## config.mk

```make
export PLATFORM = sky130hd
export DESIGN_NAME = fifo_wr_arb
export DESIGN_NICKNAME = d
export VERILOG_FILES = /design/src/rtl/fifo_wr_arb.sv
export SDC_FILE = /design/constraint.sdc
export NUM_CORES = 1
export LEC_CHECK = 0
export BUFFER_PORTS_ARGS = -buffer_cell sky130_fd_sc_hd__buf_2
export CAP_MARGIN = 20
export CORE_ASPECT_RATIO = 0.7
export CORE_MARGIN = 5
export CORE_UTILIZATION = 41
export DETAILED_ROUTE_END_ITERATION = 10
export PLACE_DENSITY = 0.85
export SLEW_MARGIN = 20
export SYNTH_ARGS = -nofsm -noshare
export SYNTH_HDL_FRONTEND = slang
export SYNTH_SLANG_ARGS = --single-unit
export TNS_END_PERCENT = 30
```

## constraint.sdc

```tcl
create_clock -name clk -period 2.1 [get_ports clk]
set_input_delay 0.105 -clock clk [delete_from_list [all_inputs] [get_ports clk]]
set_output_delay 0.105 -clock clk [all_outputs]
set_load 0.02 [all_outputs]
```

## src/rtl/fifo_wr_arb.sv

```systemverilog
`default_nettype none
// +--------------------------------------------------------------------------+
// | fifo_wr_arb: 4-way round-robin burst arbiter feeding one shared FIFO.   |
// | Optional macro FIFO_WR_ARB_STATS_EN adds per-requester ack counters.    |
// | Rev 1.0                                                                  |
// +--------------------------------------------------------------------------+
module fifo_wr_arb #(
  parameter int B    = 8,
  parameter int MAXB = 4
) (
  input  logic           clk,
  input  logic           rst,
  input  logic [3:0]     req,
  input  logic [4*B-1:0] din,
  input  logic           fifo_full,
  output logic           fifo_wr,
  output logic [B-1:0]   fifo_wdata,
  output logic [3:0]     ack,
  output logic [1:0]     owner,
  output logic           busy
`ifdef FIFO_WR_ARB_STATS_EN
  ,
  output logic [4*16-1:0] wcnt
`endif
);

  typedef enum logic {
    IDLE  = 1'b0,
    GRANT = 1'b1
  } state_t;

  state_t     r_state;
  state_t     w_state_nxt;
  logic [1:0] r_owner;
  logic [1:0] w_owner_nxt;
  logic [1:0] r_last;
  logic [1:0] w_last_nxt;
  logic [3:0] r_bcnt;
  logic [3:0] w_bcnt_nxt;
  logic       w_wr;
  logic [1:0] w_pick;
  logic [1:0] w_cand;
  logic       w_found;

  always_ff @(posedge clk or posedge rst) begin
    if (rst) begin
      r_state <= IDLE;
      r_owner <= 2'd0;
      r_last  <= 2'd3;
      r_bcnt  <= 4'd0;
    end else begin
      r_state <= w_state_nxt;
      r_owner <= w_owner_nxt;
      r_last  <= w_last_nxt;
      r_bcnt  <= w_bcnt_nxt;
    end
  end

  // Search starts just after the last releaser, so it gets lowest priority.
  always_comb begin
    w_pick  = r_last;
    w_cand  = r_last;
    w_found = 1'b0;
    for (int k = 0; k < 4; k++) begin
      w_cand = r_last + 2'(k + 1);
      if (!w_found && req[w_cand]) begin
        w_pick  = w_cand;
        w_found = 1'b1;
      end
    end
  end

  assign w_wr = (r_state == GRANT) && req[r_owner] && !fifo_full;

  always_comb begin
    w_state_nxt = r_state;
    w_owner_nxt = r_owner;
    w_last_nxt  = r_last;
    w_bcnt_nxt  = r_bcnt;
    case (r_state)
      IDLE: begin
        if (|req) begin
          w_owner_nxt = w_pick;
          w_bcnt_nxt  = 4'd0;
          w_state_nxt = GRANT;
        end
      end
      GRANT: begin
        if (!req[r_owner]) begin
          w_state_nxt = IDLE;
          w_last_nxt  = r_owner;
        end else if (w_wr) begin
          w_bcnt_nxt = r_bcnt + 4'd1;
          if (r_bcnt == 4'(MAXB - 1)) begin
            w_state_nxt = IDLE;
            w_last_nxt  = r_owner;
          end
        end
      end
    endcase
  end

  always_comb begin
    ack          = 4'd0;
    ack[r_owner] = w_wr;
  end

  assign fifo_wr    = w_wr;
  assign fifo_wdata = din[r_owner*B +: B];
  assign owner      = r_owner;
  assign busy       = (r_state == GRANT);

`ifdef FIFO_WR_ARB_STATS_EN
  generate
    for (genvar gi = 0; gi < 4; gi++) begin : g_wcnt
      logic [15:0] r_cnt;
      always_ff @(posedge clk or posedge rst) begin
        if (rst) begin
          r_cnt <= 16'd0;
        end else if (ack[gi]) begin
          r_cnt <= r_cnt + 16'd1;
        end
      end
      assign wcnt[gi*16 +: 16] = r_cnt;
    end
  endgenerate
`endif

endmodule
`default_nettype wire

```

==> results.txt <==
Cell area after synthesis: 848 µm²
Setup Crit Path Kind: flip-flop to output pin
DP Cell Count: 150
Initial antenna violation count: 0
CP Data Required Time: 2000 ps
Worst-case clock skew: 5.92 ps
TNS Setup: 0 ps
# fillers: 170
Power Dens Cells: 1240 nW/µm²
Clock Sink Count: 9
Mapped Nets: 118
Synth Area per Inst: 10.9 µm²
Final period util: 89.7%
Crit path DAT: 1780 ps
Reg clk slew, reported paths: 70 ps
Largest net degree at the start of global routing: 20
Max cap viols: 0
DRC: 0
Mapped Cells: 78
Post-synth top area share: 20.6%
Synth top area cells: dfrtp_1, mux4_1, mux4_2
Critical path endpoint category: output pin
Fin. Hold Viols: 0
Crit Path Max Fanout: 19
Crit start category: flip-flop
H-tree Lvls: 1
TritonCTS Buffers: 3
Iteration-0 DRC Markers: 64
Clock Path Buffers: 2
N_diodes: 0
TritonRoute pass-1 iters: 5
Slew Limit Fails: 0
Post-synthesis cell type count: 33
I/O Buffers: 54
Period minus WS final: 1880 ps
Detail Placement HPWL: 1.98 mm
Sequential share of the synthesized area: 26.8%
Starting Density: 44.2%
Clk Latency, worst-skew pair: 270 ps
Nets: 174
Vias in the first global route: 916
Hold WC Path Type: input port to flip-flop
Synthesized flop and latch total: 9
All-Layer GR Usage: 17.3%
Final Wtd Congestion: 0.813
VDD IR max: 544 µV
Die H: 48.1 µm
Design area: 1160 µm²
Chip width: 64.4 µm
Post-CTS Setup Inserts: 0
Row count: 13
Placed inst area: 1120 µm²
Core Region: 1920 µm²
Leading cell type in the layout, fill and taps excluded: buf_2
Cell taking the most area after synthesis: dfrtp_1
Fin cells: 155
CTS tree: yes
RSZ-0062 raised after global routing: false
First-pass GRT wire length: 3.97 mm
Final setup vio count: 0
Status: completed
Root Driver: clkbuf_4
Die area: 3090 µm²
Via density: 5.63
WL/cell: 15.6 µm
Most frequent cells in the layout: buf_2, o21ai_0, nor2_1, dfrtp_1, nand2_1
Via count: 872
Worst-margin pin slew: 634 ps
Share of cells above drive strength 1: 53.4%
Ys Warns: 0
GRT overflow: 0
Area delta synth->final: 36.7%
Fmax: 531 MHz
Total Wirelength: 2.41 mm
P_leak: 0.595 nW
Worst slew margin: 57.8%
Final ANT Viol Nets: 0
I/O pins: 55
[layer usage]
layer | share of wire, % | routed length (µm) | GRT usage, %
met5 | 0 | 0 | 0
met4 | 0.17 | 4 | 3.78
met3 | 8.7 | 211 | 5.87
met2 | 49 | 1180 | 32.6
met1 | 42 | 1020 | 19.7
[Yosys cell counts, drive strengths merged]
master,n
nor4,1
and3b,1
nor3b,2
xor2,1
o21ai,8
a21oi,2
nand3b,1
a2bb2oi,1
dfstp,2
o22ai,2
nand2b,3
mux2,4
inv,2
buf,5
and3,1
nand4,1
dfrtp,7
ha,1
nand2,5
nand3,3
mux4,8
nor2b,2
mux2i,4
nand4b,1
a31oi,1
nor2,7
o2bb2ai,1
o311a,1
[through the flow]
step | total power (W) | hold slack (ps) | worst slack [ps] | utilization, %
6_report | 0.00144 | 214 | 215 | 60.4
5_1_grt | 0.00155 | 223 | 77.6 | 60.4
4_1_cts | 0.00145 | 212 | 224 | 60.4
3_5_place_dp | 0.00130 | 96.5 | 427 | 58.5
3_3_place_gp | 0.00127 | 86.6 | 533 | 58.5
2_1_floorplan | 0.00107 | -68.5 | 450 | -
[registers in the layout, indices dropped and copies added (netlist names)]
register and count:
busy 1, owner 2, r_bcnt 4, r_last 2
[critical path, stage by stage (launching register included)]
cell and delay, ps:
dfrtp_1 750, nand3b_1 220, o2bb2ai_1 310, buf_2 230
[report_power, final]
part | leakage [nW] | switching (W) | internal [W] | total (W)
Combinational | 0.470 | 0.000446 | 0.000449 | 0.000896
Clock | 0.0150 | 0.0000670 | 0.0000735 | 0.000140
Sequential | 0.110 | 0.000148 | 0.000255 | 0.000403
Total | 0.595 | 0.000661 | 0.000777 | 0.00144
[what timing repair did]
action / 4_1_cts / 5_1_grt
hold endpoints to repair: 7 / 0
hold buffers: 1 / 0
resized for setup: 0 / 0
[layout make-up]
class                           count  area (µm²)  area share (%)
Multi-Input combinational cell     62         583            50.3
Tap cell                           22        27.5            2.37
Timing Repair Buffer               56         288            24.8
Inverter                            2        7.51           0.647
Clock buffer                        4        26.3            2.27
Sequential cell                     9         228            19.6
[cells by family (layout without fill, tap and decap cells)]
| kind of cell | count (synthesis) | count (layout) | share of synthesized area (%) |
|---|---|---|---|
| and+or+nand+nor | 28 | 28 | 18.4 |
| AOI/OAI and AO/OA | 16 | 16 | 13.4 |
| muxes | 16 | 16 | 34.4 |
| DFF | 9 | 9 | 26.8 |
| buffers and inverters | 7 | 62 | 4.42 |
| adders and majority gates | 1 | 1 | 1.47 |
| xor gates and xnor gates | 1 | 1 | 1.03 |
[final timing paths]
kind / startpoint / endpoint / slack, ps / depth (start not counted)
worst max-delay path: owner[1] / fifo_wr / 220 / 3
worst min-delay path: fifo_full / busy / 210 / 3
worst max register to register: owner[1] / r_bcnt[3] / 400 / 4
worst min register to register: r_bcnt[3] / r_bcnt[3] / 490 / 1
max in group asynchronous: rst / r_last[1] / 1440 / 3
min in group asynchronous: rst / owner[1] / 350 / 3
(Power assumes the default switching activity.)
